$ cat config.mk
export PLATFORM = sky130hd
export DESIGN_NAME = polarity_rr_encoder
export DESIGN_NICKNAME = d
export VERILOG_FILES = /design/src/rtl/arbiter_pkg.sv /design/src/rtl/rr_pick.sv /design/src/rtl/polarity_rr_encoder.sv
export SDC_FILE = /design/constraint.sdc
export NUM_CORES = 1
export LEC_CHECK = 0
export ABC_CLOCK_PERIOD_IN_PS = 9150
export BUFFER_PORTS_ARGS = -buffer_cell sky130_fd_sc_hd__buf_2
export CORE_AREA = 10 10 69 115
export CTS_CLUSTER_SIZE = 16
export DETAILED_ROUTE_END_ITERATION = 6
export DIE_AREA = 0 0 79 125
export MAX_ROUTING_LAYER = met4
export PLACE_DENSITY = 0.65
export SETUP_SLACK_MARGIN = 0.05
export SLEW_MARGIN = 15
export SYNTH_ARGS = -nofsm -noshare
export SYNTH_HDL_FRONTEND = slang
export SYNTH_SLANG_ARGS = --single-unit
$ cat constraint.sdc
create_clock -name clk_i -period 9.15 [get_ports clk_i]
set_input_delay 0 -clock clk_i [delete_from_list [all_inputs] [get_ports clk_i]]
set_output_delay 0 -clock clk_i [all_outputs]
set_load 0.005 [all_outputs]
$ cat src/rtl/arbiter_pkg.sv
// Shared constants, state type and polarity encodings for the polarity
// round-robin event encoder.
package arbiter_pkg;

   localparam int POLARITY = 2;

   typedef enum logic [1:0] {
      IDLE  = 2'd0,
      SEND  = 2'd1,
      SPLIT = 2'd2
   } state_t;

   // Two request bits per channel: [1] = ON, [0] = OFF
   localparam logic [1:0] POL_NONE     = 2'b00;
   localparam logic [1:0] POL_OFF      = 2'b01;
   localparam logic [1:0] POL_ON       = 2'b10;
   localparam logic [1:0] POL_CONFLICT = 2'b11;

endpackage

$ cat src/rtl/rr_pick.sv
// Combinational round-robin picker: returns the first set request bit at or
// above the pointer, wrapping from NUM_CH-1 back to channel 0.
module rr_pick #(
   parameter int NUM_CH = 8,
   parameter int CH_W   = $clog2(NUM_CH)
) (
   input  logic [NUM_CH-1:0] i_req,
   input  logic [CH_W-1:0]   i_ptr,
   output logic              o_found,
   output logic [CH_W-1:0]   o_index
);

   localparam logic [CH_W:0] NUM_CH_EXT = (CH_W+1)'(NUM_CH);

   logic [NUM_CH-1:0] w_rot;
   logic [CH_W:0]     w_sum;

   // Rotating the doubled mask puts the pointer channel at bit 0
   assign w_rot = NUM_CH'({i_req, i_req} >> i_ptr);

   always_comb begin
      o_found = 1'b0;
      w_sum   = {1'b0, i_ptr};
      for (int i = 0; i < NUM_CH; i++) begin
         if (!o_found && w_rot[i]) begin
            o_found = 1'b1;
            w_sum   = {1'b0, i_ptr} + (CH_W+1)'(i);
         end
      end
   end

   assign o_index = (w_sum >= NUM_CH_EXT) ? (w_sum[CH_W-1:0] - NUM_CH_EXT[CH_W-1:0])
                                          : w_sum[CH_W-1:0];

endmodule

$ cat src/rtl/polarity_rr_encoder.sv
// Round-robin encoder turning per-channel ON/OFF level requests into a
// valid/ready event stream, with a one-hot ack when a request is consumed.
module polarity_rr_encoder
   import arbiter_pkg::*;
#(
   parameter int NUM_CH        = 8,
   parameter int CH_W          = $clog2(NUM_CH),
   parameter int CONFLICT_MODE = 0
) (
   input  logic                         clk_i,
   input  logic                         reset_i,
   input  logic [NUM_CH*POLARITY-1:0]   req_i,
   output logic [NUM_CH-1:0]            ack_o,
   output logic                         evt_valid_o,
   input  logic                         evt_ready_i,
   output logic [CH_W-1:0]              evt_ch_o,
   output logic                         evt_pol_o,
   output logic [15:0]                  conflict_cnt_o
);

   localparam logic [CH_W-1:0] LAST_CH = CH_W'(NUM_CH-1);

   state_t            r_state, w_next_state;
   logic [CH_W-1:0]   r_ptr, w_next_ptr;
   logic [CH_W-1:0]   r_ch, w_next_ch;
   logic              r_pol, w_next_pol;
   logic              r_split, w_next_split;
   logic [15:0]       r_cnt;

   logic [NUM_CH-1:0] w_active;
   logic              w_found;
   logic [CH_W-1:0]   w_pick_idx;
   logic [1:0]        w_code;
   logic              w_ack_en;
   logic [CH_W-1:0]   w_ack_ch;
   logic              w_conflict_drop;

   function automatic logic [CH_W-1:0] ptrAfter(input logic [CH_W-1:0] ch);
      return (ch == LAST_CH) ? '0 : ch + CH_W'(1);
   endfunction

   for (genvar k = 0; k < NUM_CH; k++) begin : g_active
      assign w_active[k] = (req_i[POLARITY*k +: POLARITY] != POL_NONE);
   end

   rr_pick #(
      .NUM_CH (NUM_CH),
      .CH_W   (CH_W)
   ) u_rr_pick (
      .i_req   (w_active),
      .i_ptr   (r_ptr),
      .o_found (w_found),
      .o_index (w_pick_idx)
   );

   assign w_code = req_i[{w_pick_idx, 1'b0} +: POLARITY];

   // Once latched, the event ignores req_i until its final handshake
   always_comb begin
      w_next_state    = r_state;
      w_next_ptr      = r_ptr;
      w_next_ch       = r_ch;
      w_next_pol      = r_pol;
      w_next_split    = r_split;
      w_ack_en        = 1'b0;
      w_ack_ch        = r_ch;
      w_conflict_drop = 1'b0;
      unique case (r_state)
         IDLE: begin
            if (w_found) begin
               if (w_code == POL_CONFLICT && CONFLICT_MODE == 0) begin
                  w_ack_en        = 1'b1;
                  w_ack_ch        = w_pick_idx;
                  w_conflict_drop = 1'b1;
                  w_next_ptr      = ptrAfter(w_pick_idx);
               end else begin
                  w_next_ch    = w_pick_idx;
                  w_next_pol   = (w_code == POL_ON) || (w_code == POL_CONFLICT);
                  w_next_split = (w_code == POL_CONFLICT);
                  w_next_state = SEND;
               end
            end
         end
         SEND: begin
            if (evt_ready_i) begin
               if (r_split) begin
                  w_next_state = SPLIT;
                  w_next_pol   = 1'b0;
                  w_next_split = 1'b0;
               end else begin
                  w_ack_en     = 1'b1;
                  w_next_ptr   = ptrAfter(r_ch);
                  w_next_state = IDLE;
               end
            end
         end
         SPLIT: begin
            if (evt_ready_i) begin
               w_ack_en     = 1'b1;
               w_next_ptr   = ptrAfter(r_ch);
               w_next_state = IDLE;
            end
         end
         default: w_next_state = IDLE;
      endcase
   end

   always_ff @(posedge clk_i) begin
      if (reset_i) begin
         r_state <= IDLE;
         r_ptr   <= '0;
         r_ch    <= '0;
         r_pol   <= 1'b0;
         r_split <= 1'b0;
         r_cnt   <= '0;
      end else begin
         r_state <= w_next_state;
         r_ptr   <= w_next_ptr;
         r_ch    <= w_next_ch;
         r_pol   <= w_next_pol;
         r_split <= w_next_split;
         if (w_conflict_drop && r_cnt != 16'hFFFF) begin
            r_cnt <= r_cnt + 16'd1;
         end
      end
   end

   // Reset abandons an in-flight event, so it must not be acked either
   assign ack_o          = (w_ack_en && !reset_i) ? (NUM_CH'(1) << w_ack_ch) : '0;
   assign evt_valid_o    = (r_state != IDLE);
   assign evt_ch_o       = r_ch;
   assign evt_pol_o      = r_pol;
   assign conflict_cnt_o = r_cnt;

endmodule
======== Yosys cells after proc, flatten, opt, wreduce, memory -nomap -nowiden ========
Cells that the tools add are included.
storage, ports and cells
  latch bits .............................. 0
  RAM bits ................................ 0
  bits of input ports ..................... 19
  memories ................................ 0
  bits in read-only memories .............. 0
  logic and storage cells ................. 118
  output and inout port bits .............. 29
  bits in registers ....................... 26
cells by class
  multiplexer cells ....................... 49
  bitwise logic cells ..................... 1
  reduce and logical (&&, ||, !) cells .... 35
  $lt $le $gt $ge ......................... 0
  equality and inequality tests ........... 14
  $add $sub $neg .......................... 10
  shift-type cells ........................ 3
  divide/modulo/power cells ............... 0
  multiply operators ...................... 0
operators with widths
  cell                     number
  $mux W3                  17
  $mux W1                  21
  $reduce_bool A2 Y1       10
  $add A16 B1 Y16 const B  1
  $ne A16 B16 Y1 const B   1
  $shiftx A16 B5 Y2        1
  $shr A16 B3 Y8           1
  $add A3 B3 Y3 const B    4
  $ne A2 B2 Y1 const B     6
  $mux W2                  5
  $add A3 B1 Y3 const B    3
  $logic_and A1 B1 Y1      9
  $pmux W3 S3              1
  $logic_not A1 Y1         8
  $mux W8                  1
  $reduce_and A4 Y1        2
  $shl A1 B3 Y8 const A    1
  $add A3 B2 Y3 const B    2
  $eq A2 B2 Y1 const B     3
  $eq A3 B3 Y1 const B     2
  $pmux W2 S3              1
  $reduce_and A6 Y1        1
  $reduce_and A5 Y1        1
  $pmux W1 S2              2
  8 further kinds          8

======== Depth between registers and ports, before layout ========
Gate-level depths: netlist of the first run.
  depth after elaboration ................. 31
  gate-level depth with buffers ........... 16

======== By module ========
Synthesis of the first run repeated with hierarchy kept, for this count alone.
unflattened totals
  cells, all modules ...................... 286
  area, all modules ....................... 2528.7 um^2
by module, submodules not included
  module               cells an instance  instances  area an instance (um^2)
  polarity_rr_encoder  189                1          1610.3
  rr_pick              97                 1          918.4

======== Worst setup path before layout of the first run ========
OpenSTA, ideal clock, no wires.
  path kind ............................... flip-flop to flip-flop
  start ................................... register r_ptr[0]
  end ..................................... register r_cnt[15] (netlist: conflict_cnt_o[15])
  clock period less this slack ............ 3.832 ns
  library setup time ...................... 0.071 ns
  setup slack ............................. 5.318 ns
  data arrival time ....................... 3.761 ns
  path buffers ............................ 2
  cell stages (with the launch flop) ...... 13
  path through ............................ dfxtp_1 > inv_2 > mux4_2 > o21a_1 > buf_6 > or3_1 > a32o_1 > a211oi_4 > mux2_2 > o32a_4 > buf_6 > or4_1 > a21oi_1
between the ends
  cells in the longest elaborated chain, start to end .. 29
  elaborated cells on any way between the ends .. 43
  those cells by class .................... add/sub: 7; eq/ne: 1; shift: 2; mux: 18; reduce/logical: 15
RTL lines
  what                     RTL line                    RTL
  from (decl)              polarity_rr_encoder.sv:24   logic [CH_W-1:0] r_ptr, w_next_ptr;
  from (signal assigned)   polarity_rr_encoder.sv:118  r_ptr <= w_next_ptr;
  $shr A16 B3 Y8           rr_pick.sv:19               assign w_rot = NUM_CH'({i_req, i_req} >> i_ptr);
  $mux W1                  rr_pick.sv:25               if (!o_found && w_rot[i]) begin
  $logic_not A1 Y1         rr_pick.sv:25
  $logic_and A1 B1 Y1      rr_pick.sv:25
  $mux W1                  rr_pick.sv:25
  $logic_not A1 Y1         rr_pick.sv:25
  $logic_and A1 B1 Y1      rr_pick.sv:25
  $mux W1                  rr_pick.sv:25
  (+13 left out)           --
  $logic_and A1 B1 Y1      rr_pick.sv:25
  $mux W3                  rr_pick.sv:25
  $shiftx A16 B5 Y2        polarity_rr_encoder.sv:56   assign w_code = req_i[{w_pick_idx, 1'b0} +: POLARITY];
  $eq A2 B2 Y1             polarity_rr_encoder.sv:71   if (w_code == POL_CONFLICT && CONFLICT_MODE == 0) begin
  $mux W1                  polarity_rr_encoder.sv:71
  $mux W1 (*)              polarity_rr_encoder.sv:70   if (w_found) begin
  $mux W1 (*)              polarity_rr_encoder.sv:68   unique case (r_state)
  $logic_and A1 B1 Y1 (*)  polarity_rr_encoder.sv:122  if (w_conflict_drop && r_cnt != 16'hFFFF) begin
  to (signal assigned)     polarity_rr_encoder.sv:123  r_cnt <= r_cnt + 16'd1;
  to (decl)                polarity_rr_encoder.sv:28   logic [15:0] r_cnt;
Mark *: on every way between the ends. The rest lies on a longest branch, timed or not.
A chain may end at the register's enable or synchronous reset.

======== Worst setup path in the final report of the first run ========
  start ................................... register r_ptr[0]
  end ..................................... output port ack_o[2]
between the ends
  cells in the longest elaborated chain, start to end .. 30
  elaborated cells on any way between the ends .. 48
  those cells by class .................... add/sub: 7; eq/ne: 1; shift: 3; mux: 22; reduce/logical: 15
RTL lines
  what                                                         RTL line                    RTL
  $shr A16 B3 Y8                                               rr_pick.sv:19
  $mux W1                                                      rr_pick.sv:25
  $logic_not A1 Y1                                             rr_pick.sv:25
  $logic_and A1 B1 Y1                                          rr_pick.sv:25
  $mux W1                                                      rr_pick.sv:25
  $logic_not A1 Y1                                             rr_pick.sv:25
  $logic_and A1 B1 Y1                                          rr_pick.sv:25
  $mux W1                                                      rr_pick.sv:25
  (+14 left out)                                               --
  $mux W3                                                      rr_pick.sv:25
  $shiftx A16 B5 Y2                                            polarity_rr_encoder.sv:56
  $eq A2 B2 Y1                                                 polarity_rr_encoder.sv:71
  $mux W1 / $mux W3 (equally long branches)                    polarity_rr_encoder.sv:71
  $mux W1 / $mux W3 (equally long branches)                    polarity_rr_encoder.sv:70
  $pmux W1 S3 / $mux W3 (equally long branches)                polarity_rr_encoder.sv:68
  $logic_and A1 B1 Y1 / $shl A1 B3 Y8 (equally long branches)  polarity_rr_encoder.sv:129  assign ack_o = (w_ack_en && !reset_i) ? (NUM_CH'(1) << w_ack_ch) : '0;
  $mux W8 (*)                                                  polarity_rr_encoder.sv:129
  to (decl)                                                    polarity_rr_encoder.sv:13   output logic [NUM_CH-1:0] ack_o,
Marked as above.

==> results.md, run 1 <==
* Area delta synth->final at 11.1%
* Required arrival time at the worst endpoint at 9.15 ns
* Total inserted antenna cells at 0
* Final-report setup violation count at 0
* Relative slew slack at 40.7%
* Final cycle utilization of the critical path at 57.4%
* Worst Slack Setup Final at 3.89 ns
* Number of input and output port buffers inserted at 47
* Leakage power at 1.13 nW
* Net count reported at finish at 381
* Maximum fanout encountered on the critical timing path at 22
* Chip Width at 79 µm
* Setup repair after global routing missed its margin: false
* Number of enable-type register cells in the synthesized netlist at 0
* Maximum clock skew at final layout at 0.00207 ns
* Overall power at 769 µW
* DRC marker count from the first detailed-route iteration at 199
* Fraction of power consumed by the clock network at 9.3%
* TritonCTS clock tree: done
* Instance count of the mapped netlist at 324
* Die Span Y at 125 µm
* Via total after detailed routing at 2,727
* Mean post-synth cell area at 8.16 µm²
* Global-route wire length before repair at 13,200 µm
* Class of the most critical hold timing path: in -> reg
* Vias in the first global route at 2,698
* Number of optimization iterations in the first detailed-route pass at 5
* Synth Cell Area at 2640 µm²
* Synth area leader: sky130_fd_sc_hd__dfxtp_1
* CTS max path bufs at 2
* Sinks on the clock net at 24
* Tmin final at 5.26 ns
* Starting density of the core at 43.4%
* Sequential group share of total power at 21.8%
* Latest clock arrival within the worst-skew pair at 0.27 ns
* Final Instance Count excl. Fillers at 435
* # hold bufs at CTS at 0
* Largest voltage drop on the vdd net at 147 µV
* Startpoint types: register
* Setup crit end kind: primary output
* DRT antenna net count at 0
* CTS root buf: sky130_fd_sc_hd__clkbuf_8
* Final Instance Area at 2940 µm²
* Psw at 398 µW
* Reg-to-reg slack, setup at 4.18 ns
* DP Worst Slack at 4.24 ns
* Total congestion overflow at 0
* Number of synthesized register bits at 24
* Transition time of the tightest slew-check pin at 0.882 ns
* Gpl congestion at 0.921
* Number of maximum-capacitance violations at 0
* Cell area reported after detailed placement at 2880 µm²
* Per-cell via count in the routed design at 6.27
* Routed Wire Length at 7840 µm
* Final max-slew violation count at 0
* Power density cells at 262 nW/µm²
* Total CTS buffers at 3
* Avg WL per Cell at 18.0 µm
* Maximum achievable frequency at 190 MHz
* Final core utilization at 48.2%
* Leading post-synthesis cells by cell area: sky130_fd_sc_hd__dfxtp_1, sky130_fd_sc_hd__mux2_2, sky130_fd_sc_hd__nor2_1
* Post-CTS resize count at 0
* Core outline area at 6090 µm²
* Proportion of layout cells with a drive suffix above 1 at 24.5%
* Accumulated negative setup slack at 0 ns
* Int Power at 371 µW
* Most frequently used flop master after synthesis: sky130_fd_sc_hd__dfxtp_1
* Final Hold Violating Endpoints at 0
* Fin Hold WS at 0.0808 ns
* Dpl hpwl at 6110 µm
* Most common library cell in the layout ignoring fill and taps: sky130_fd_sc_hd__buf_2
* Arrival time of data at the critical path endpoint at 5.26 ns
* Placed cell count at 431
* Number of top-level design ports at 48
* Final routed DRC violation total at 0
* Area share of the leading cell type in the synthesized netlist at 18.2%
* Status: completed
* Switching power share of the total at 51.8%
* Synth Net Count at 349
* Gr usage total at 16.2%
* Setup Fix Bufs, Post-CTS at 0
* Distinct cell type count of the synthesized netlist at 69
* Number of levels in the clock H-tree at 1
* Number of antenna violations at the first check in global routing at 0
* Relative contribution of combinational cells to total power at 68.9%
* Warnings, synthesis at 0
* Sequential share of the synthesized area at 18.2%
* Top library cells by usage in the layout, fill and taps aside: sky130_fd_sc_hd__buf_2, sky130_fd_sc_hd__nor2_1, sky130_fd_sc_hd__dfxtp_1
* Async SR Flop Fraction at 0%
* Die Outline Area at 9880 µm²
* Number of rows in the core area at 38
* Worst setup path class: reg -> out
* Clock transition at the registers of the reported paths at 0.08 ns
* Largest net degree at the start of global routing at 37
## synthesized netlist by cell type, drive strengths merged, types with 7 or more instances
library cell	number
o31ai	9
a21oi	23
nor2	32
nand3	13
clkbuf	11
nand4	8
or4	10
inv	10
nor4b	10
or2	8
mux2i	11
nor3	8
mux2	11
o21ai	10
nor4	8
dfxtp	24
nand2	19
mux4	7
buf	10
## worst max-delay path, cell delays in order (launching register included)
cell	delay, ns
sky130_fd_sc_hd__dfxtp_1	0.80
sky130_fd_sc_hd__inv_2	0.27
sky130_fd_sc_hd__mux4_2	0.56
sky130_fd_sc_hd__mux2i_1	0.48
sky130_fd_sc_hd__a21boi_0	0.20
sky130_fd_sc_hd__a32o_1	0.33
sky130_fd_sc_hd__a211oi_4	0.56
sky130_fd_sc_hd__mux2_2	0.44
sky130_fd_sc_hd__o32ai_2	0.76
sky130_fd_sc_hd__nand4_1	0.24
sky130_fd_sc_hd__a21oi_1	0.19
sky130_fd_sc_hd__buf_2	0.14
## final timing paths
| kind | cells past startpoint | startpoint | end |
|---|---|---|---|
| setup / recovery | 11 | r_ptr[0]$_SDFFE_PP0P_ | ack_o[2] |
| hold / removal | 3 | evt_ready_i | r_state[0]$_SDFFE_PP0P_ |
| setup reg to reg | 10 | r_ptr[0]$_SDFFE_PP0P_ | r_ptr[2]$_SDFFE_PP0P_ |
| hold reg to reg | 2 | conflict_cnt_o[7]$_SDFFE_PP0P_ | conflict_cnt_o[7]$_SDFFE_PP0P_ |
## power groups by stage
stage               registers (mW)  clock network (mW)  logic, mW
floorplan                    0.140                   0      0.456
global placement             0.168                   0      0.525
detailed placement           0.168                   0      0.527
CTS                          0.166              0.0740      0.530
global route                 0.173              0.0779      0.586
finish                       0.168              0.0715      0.530
## cell type report
class / instances / area [µm²]
Inverter: 11 / 41.3
Fill cell: 651 / 3150
Timing Repair Buffer: 48 / 243
Multi-Input combinational cell: 268 / 2020
Tap cell: 80 / 100
Sequential cell: 24 / 480
Clock buffer: 4 / 55.1
## registers in the layout, indices dropped and copies added (netlist names)
name	cells
conflict_cnt_o	16
evt_ch_o	3
evt_pol_o	1
r_ptr	3
r_state	1
## cell families (layout without fill, tap and decap cells)
| kind of cell | count (synthesis) | in the layout | synth area share, % |
|---|---|---|---|
| AOI/OAI and AO/OA | 79 | 79 | 22.6 |
| and+or+nand+nor | 151 | 151 | 34.5 |
| muxes | 29 | 29 | 15.1 |
| adders and majority gates | 6 | 6 | 2.84 |
| DFF | 24 | 24 | 18.2 |
| xor gates and xnor gates | 3 | 3 | 1.28 |
| buffers and inverters | 32 | 63 | 5.54 |
## per-layer routing
metal | track usage, % | vias to the layer above | share of wire [%]
met5 | - | - | 0
met3 | 1.29 | 12 | 2.8
met2 | 30.2 | 76 | 58
met4 | 5.41 | 0 | 1.7
li1 | - | 1331 | -
met1 | 16.9 | 1308 | 37
(Power assumes the default switching activity.)
==> inputs of run 2 (changes only) <==
ABC_AREA = 1   (was not set)
ABC_CLOCK_PERIOD_IN_PS = 5500   (was 9150)
CORE_AREA = 10 10 68 113   (was 10 10 69 115)
DIE_AREA = 0 0 78 123   (was 0 0 79 125)
clock period = 5.5 ns   (was 9.15 ns; I/O delays follow)
==> results.md, run 2 <==
* Status: completed
* Switching power share of the total at 63.1% (+11 points)
* Class of the most critical hold timing path: in -> reg
* Gpl congestion at 0.889 (-3.4%)
* Distinct cell type count of the synthesized netlist at 33 (-52%)
* Core outline area at 5790 µm² (-4.9%)
* Reg-to-reg slack, setup at 1.76 ns (-2.42 ns)
* Total buffers and inverters traversed by the critical path at 2 (unchanged)
* Required arrival time at the worst endpoint at 5.50 ns (-3.65 ns)
* Cell area reported after detailed placement at 2800 µm² (-3.0%)
* Total inserted antenna cells at 0 (unchanged)
* Final max-slew violation count at 0 (unchanged)
* Gr usage total at 16.7% (+0.53 points)
* Max reg flops at 16 (unchanged)
* Number of rows in the core area at 37 (-2.6%)
* CP Depth at 27 (+16)
* Final Instance Area at 2840 µm² (-3.4%)
* Psw at 1.16 mW (+190%)
* Starting density of the core at 43.9% (+0.49 points)
* Synth area leader: sky130_fd_sc_hd__nand2_1
* Final Hold Violating Endpoints at 0 (unchanged)
* Top post-synthesis cells by count: sky130_fd_sc_hd__nand2_1, sky130_fd_sc_hd__nand3_1, sky130_fd_sc_hd__nor2_1, sky130_fd_sc_hd__inv_1, sky130_fd_sc_hd__dfxtp_1
* Setup crit end kind: primary output
* Startpoint types: register
* Leading post-synthesis cells by cell area: sky130_fd_sc_hd__nand2_1, sky130_fd_sc_hd__dfxtp_1, sky130_fd_sc_hd__nand3_1
* Most common library cell in the layout ignoring fill and taps: sky130_fd_sc_hd__nand2_1
* Number of input and output port buffers inserted at 47 (unchanged)
* Final routed DRC violation total at 0 (unchanged)
* Maximum achievable frequency at 249 MHz
* Maximum clock skew at final layout at 0.00195 ns (-0.000117 ns)
* # hold bufs at CTS at 0 (unchanged)
* Largest stage delay, worst path at 0.73 ns (-0.07 ns)
* Most frequently used flop master after synthesis: sky130_fd_sc_hd__dfxtp_1
* Relative slew slack at 51.4% (+11 points)
* Kind of cell adding the most delay to the critical path: simple AND/OR/NAND/NOR gates
* Die Span Y at 123 µm (-1.6%)
* Relative contribution of combinational cells to total power at 80.0% (+11 points)
* Post-CTS resize count at 0 (unchanged)
* Critical register-to-register path endpoint: conflict_cnt_o[1]$_SDFFE_PP0P_
* Leakage power at 1.41 nW (+25%)
* Dpl hpwl at 6290 µm (+2.9%)
* Synth Net Count at 447 (+28%)
* Per-cell via count in the routed design at 5.28 (-16%)
* TritonCTS clock tree: done
* Top library cells by usage in the layout, fill and taps aside: sky130_fd_sc_hd__nand2_1, sky130_fd_sc_hd__nand3_1, sky130_fd_sc_hd__buf_2
* Global-route wire length before repair at 12,900 µm (-2.3%)
* Number of enable-type register cells in the synthesized netlist at 0 (unchanged)
* Via total after detailed routing at 2,838 (+4.1%)
* Mean post-synth cell area at 6.02 µm² (-26%)
* Final-report setup violation count at 0 (unchanged)
* Clock transition at the registers of the reported paths at 0.08 ns (about the same)
* Synth Cell Area at 2540 µm² (-3.8%)
* Number of cells traversed by the worst register-to-register path at 25 (+15)
* Fraction of power consumed by the clock network at 5.6% (-3.7 points)
* Largest net degree at the start of global routing at 28 (-24%)
* Number of levels in the clock H-tree at 1 (unchanged)
* Worst hold path stage count at 4 (+1)
* Die Outline Area at 9590 µm² (-2.8%)
* Area share of the leading cell type in the synthesized netlist at 20.2% (+2.1 points)
* CTS root buf: sky130_fd_sc_hd__clkbuf_8
* Most Frequent Cell on Critical Path: sky130_fd_sc_hd__nand2_1
* Final cycle utilization of the critical path at 73.0%
* Async SR Flop Fraction at 0% (unchanged)
* Number of synthesized register bits at 24 (unchanged)
* Number of top-level design ports at 48 (unchanged)
* DRC marker count from the first detailed-route iteration at 195 (-2.0%)
* Number of optimization iterations in the first detailed-route pass at 5 (unchanged)
* Accumulated negative setup slack at 0 ns (unchanged)
* Maximum fanout encountered on the critical timing path at 23 (+4.5%)
* Setup repair after global routing missed its margin: false
* Chip Width at 78 µm (-1.3%)
* Arrival time of data at the critical path endpoint at 4.02 ns (-1.24 ns)
* Routed Wire Length at 7760 µm (-1.0%)
* Power density cells at 645 nW/µm² (+150%)
* Sequential group share of total power at 14.4% (-7.4 points)
* Vias in the first global route at 2,864 (+6.2%)
* CTS max path bufs at 2 (unchanged)
* Largest voltage drop on the vdd net at 353 µV (+140%)
* Sinks on the clock net at 24 (unchanged)
* Net count reported at finish at 486 (+28%)
* Total congestion overflow at 0 (unchanged)
* Warnings, synthesis at 0 (unchanged)
* Tmin final at 4.02 ns
* Setup Fix Bufs, Post-CTS at 0 (unchanged)
* Area delta synth->final at 11.6%
* Int Power at 674 µW (+82%)
* Transition time of the tightest slew-check pin at 0.727 ns (-0.155 ns)
* Latest clock arrival within the worst-skew pair at 0.26 ns (about the same)
* Number of antenna violations at the first check in global routing at 0 (unchanged)
* Most frequent cell after synthesis: sky130_fd_sc_hd__nand2_1
* Launching instance or port of the critical path: r_ptr[0]$_SDFFE_PP0P_
* Instance count of the mapped netlist at 422 (+30%)
* CP max-delay cell: sky130_fd_sc_hd__dfxtp_1
* DRT antenna net count at 0 (unchanged)
* Total CTS buffers at 3 (unchanged)
* Launching point of the worst reg2reg path: r_ptr[0]$_SDFFE_PP0P_
* Sequential share of the synthesized area at 18.9% (+0.73 points)
* Worst setup path class: reg -> out
* Critical path destination: ack_o[2]
* Proportion of layout cells with a drive suffix above 1 at 17.4% (-7.1 points)
* Number of maximum-capacitance violations at 0 (unchanged)
* Avg WL per Cell at 14.5 µm (-20%)
-- run 2: cell types whose count changed after synthesis, sizes merged, moves of 9 or more --
cell,before,now
xor2,0,12
o31ai,9,0
mux2,11,0
mux2i,11,0
nand3,13,63
nand2,19,147
nor4b,10,0
or4,10,0
inv,10,37
nand4,8,23
nor2,32,43
-- run 2: cells by family after synthesis --
group | Yosys count | share of synthesized area, %
AOI/OAI and AO/OA | 28 | 5.96
DFF | 24 | 18.9
buffers and inverters | 50 | 8.57
xor gates and xnor gates | 18 | 6.20
adders and majority gates | 6 | 2.95
and+or+nand+nor | 296 | 57.4
-- run 2: cell type report --
class	count	area [µm²]
inverters	37	139
clock buffers	3	41.3
repair buffers	47	235
fillers	639	2950
multi-input cells	348	1840
flip-flops and latches	24	480
well taps	78	97.6
-- run 2: worst min path at each step --
stage | to | startpoint | slack, ns
after floorplan | ack_o[0] | reset_i | 0.17
after global placement | r_state[0]$_SDFFE_PP0P_ | evt_ready_i | 0.32
after detailed placement | r_state[0]$_SDFFE_PP0P_ | evt_ready_i | 0.33
after CTS | r_state[0]$_SDFFE_PP0P_ | evt_ready_i | 0.04
after global routing | r_state[0]$_SDFFE_PP0P_ | evt_ready_i | 0.11
final | r_state[0]$_SDFFE_PP0P_ | evt_ready_i | 0.05
-- run 2: worst reg2reg max path, stage by stage (launching register included) --
cell	delay [ns]
sky130_fd_sc_hd__dfxtp_1	0.73
sky130_fd_sc_hd__inv_2	0.22
sky130_fd_sc_hd__nand2_1	0.15
sky130_fd_sc_hd__nand3_1	0.11
sky130_fd_sc_hd__nand2_1	0.13
sky130_fd_sc_hd__nand2_1	0.06
sky130_fd_sc_hd__nand2_1	0.15
sky130_fd_sc_hd__nand2_1	0.11
sky130_fd_sc_hd__nand2_1	0.07
sky130_fd_sc_hd__nand2_1	0.06
sky130_fd_sc_hd__nand2_1	0.08
sky130_fd_sc_hd__nand2_1	0.06
sky130_fd_sc_hd__nand2_1	0.07
sky130_fd_sc_hd__nand2_1	0.09
sky130_fd_sc_hd__nand2_4	0.12
sky130_fd_sc_hd__nand2_2	0.16
sky130_fd_sc_hd__nand2_1	0.09
sky130_fd_sc_hd__nand2_1	0.05
sky130_fd_sc_hd__nand2_1	0.05
sky130_fd_sc_hd__nand2_1	0.05
sky130_fd_sc_hd__nand2_1	0.09
sky130_fd_sc_hd__nand2_2	0.10
sky130_fd_sc_hd__nor2_8	0.31
sky130_fd_sc_hd__nand3_4	0.30
sky130_fd_sc_hd__nor2_1	0.18
sky130_fd_sc_hd__nor2_1	0.06
-- run 2: through the flow --
| stage | utilization (%) | cells | hold slack [ns] | total power [mW] | setup WS [ns] |
|---|---|---|---|---|---|
| after floorplan | - | 422 | 0.165 | 1.49 | 2.80 |
| after global placement | 48.3 | 534 | 0.325 | 1.72 | 1.81 |
| after detailed placement | 48.3 | 534 | 0.326 | 1.73 | 1.76 |
| after CTS | 49.0 | 537 | 0.0446 | 1.84 | 1.48 |
| after global routing | 49.0 | 537 | 0.114 | 2.06 | 1.02 |
| final | 49.0 | 537 | 0.0496 | 1.83 | 1.48 |
-- run 2: layer usage --
metal / global-route usage [%] / up-vias / part of all wire, %
met2: 34.2 / 63 / 58
met1: 15.2 / 1295 / 37
met4: 6.76 / 0 / 3.0
li1: - / 1464 / -
met5: - / - / 0
met3: 1.38 / 16 / 2.3
-- run 2: power by group through the flow --
stage | combinational, mW | sequential, mW | clock [mW]
floorplan | 1.25 | 0.237 | 0
global placement | 1.45 | 0.269 | 0
detailed placement | 1.46 | 0.267 | 0
CTS | 1.47 | 0.264 | 0.108
global route | 1.68 | 0.270 | 0.111
finish | 1.46 | 0.263 | 0.103
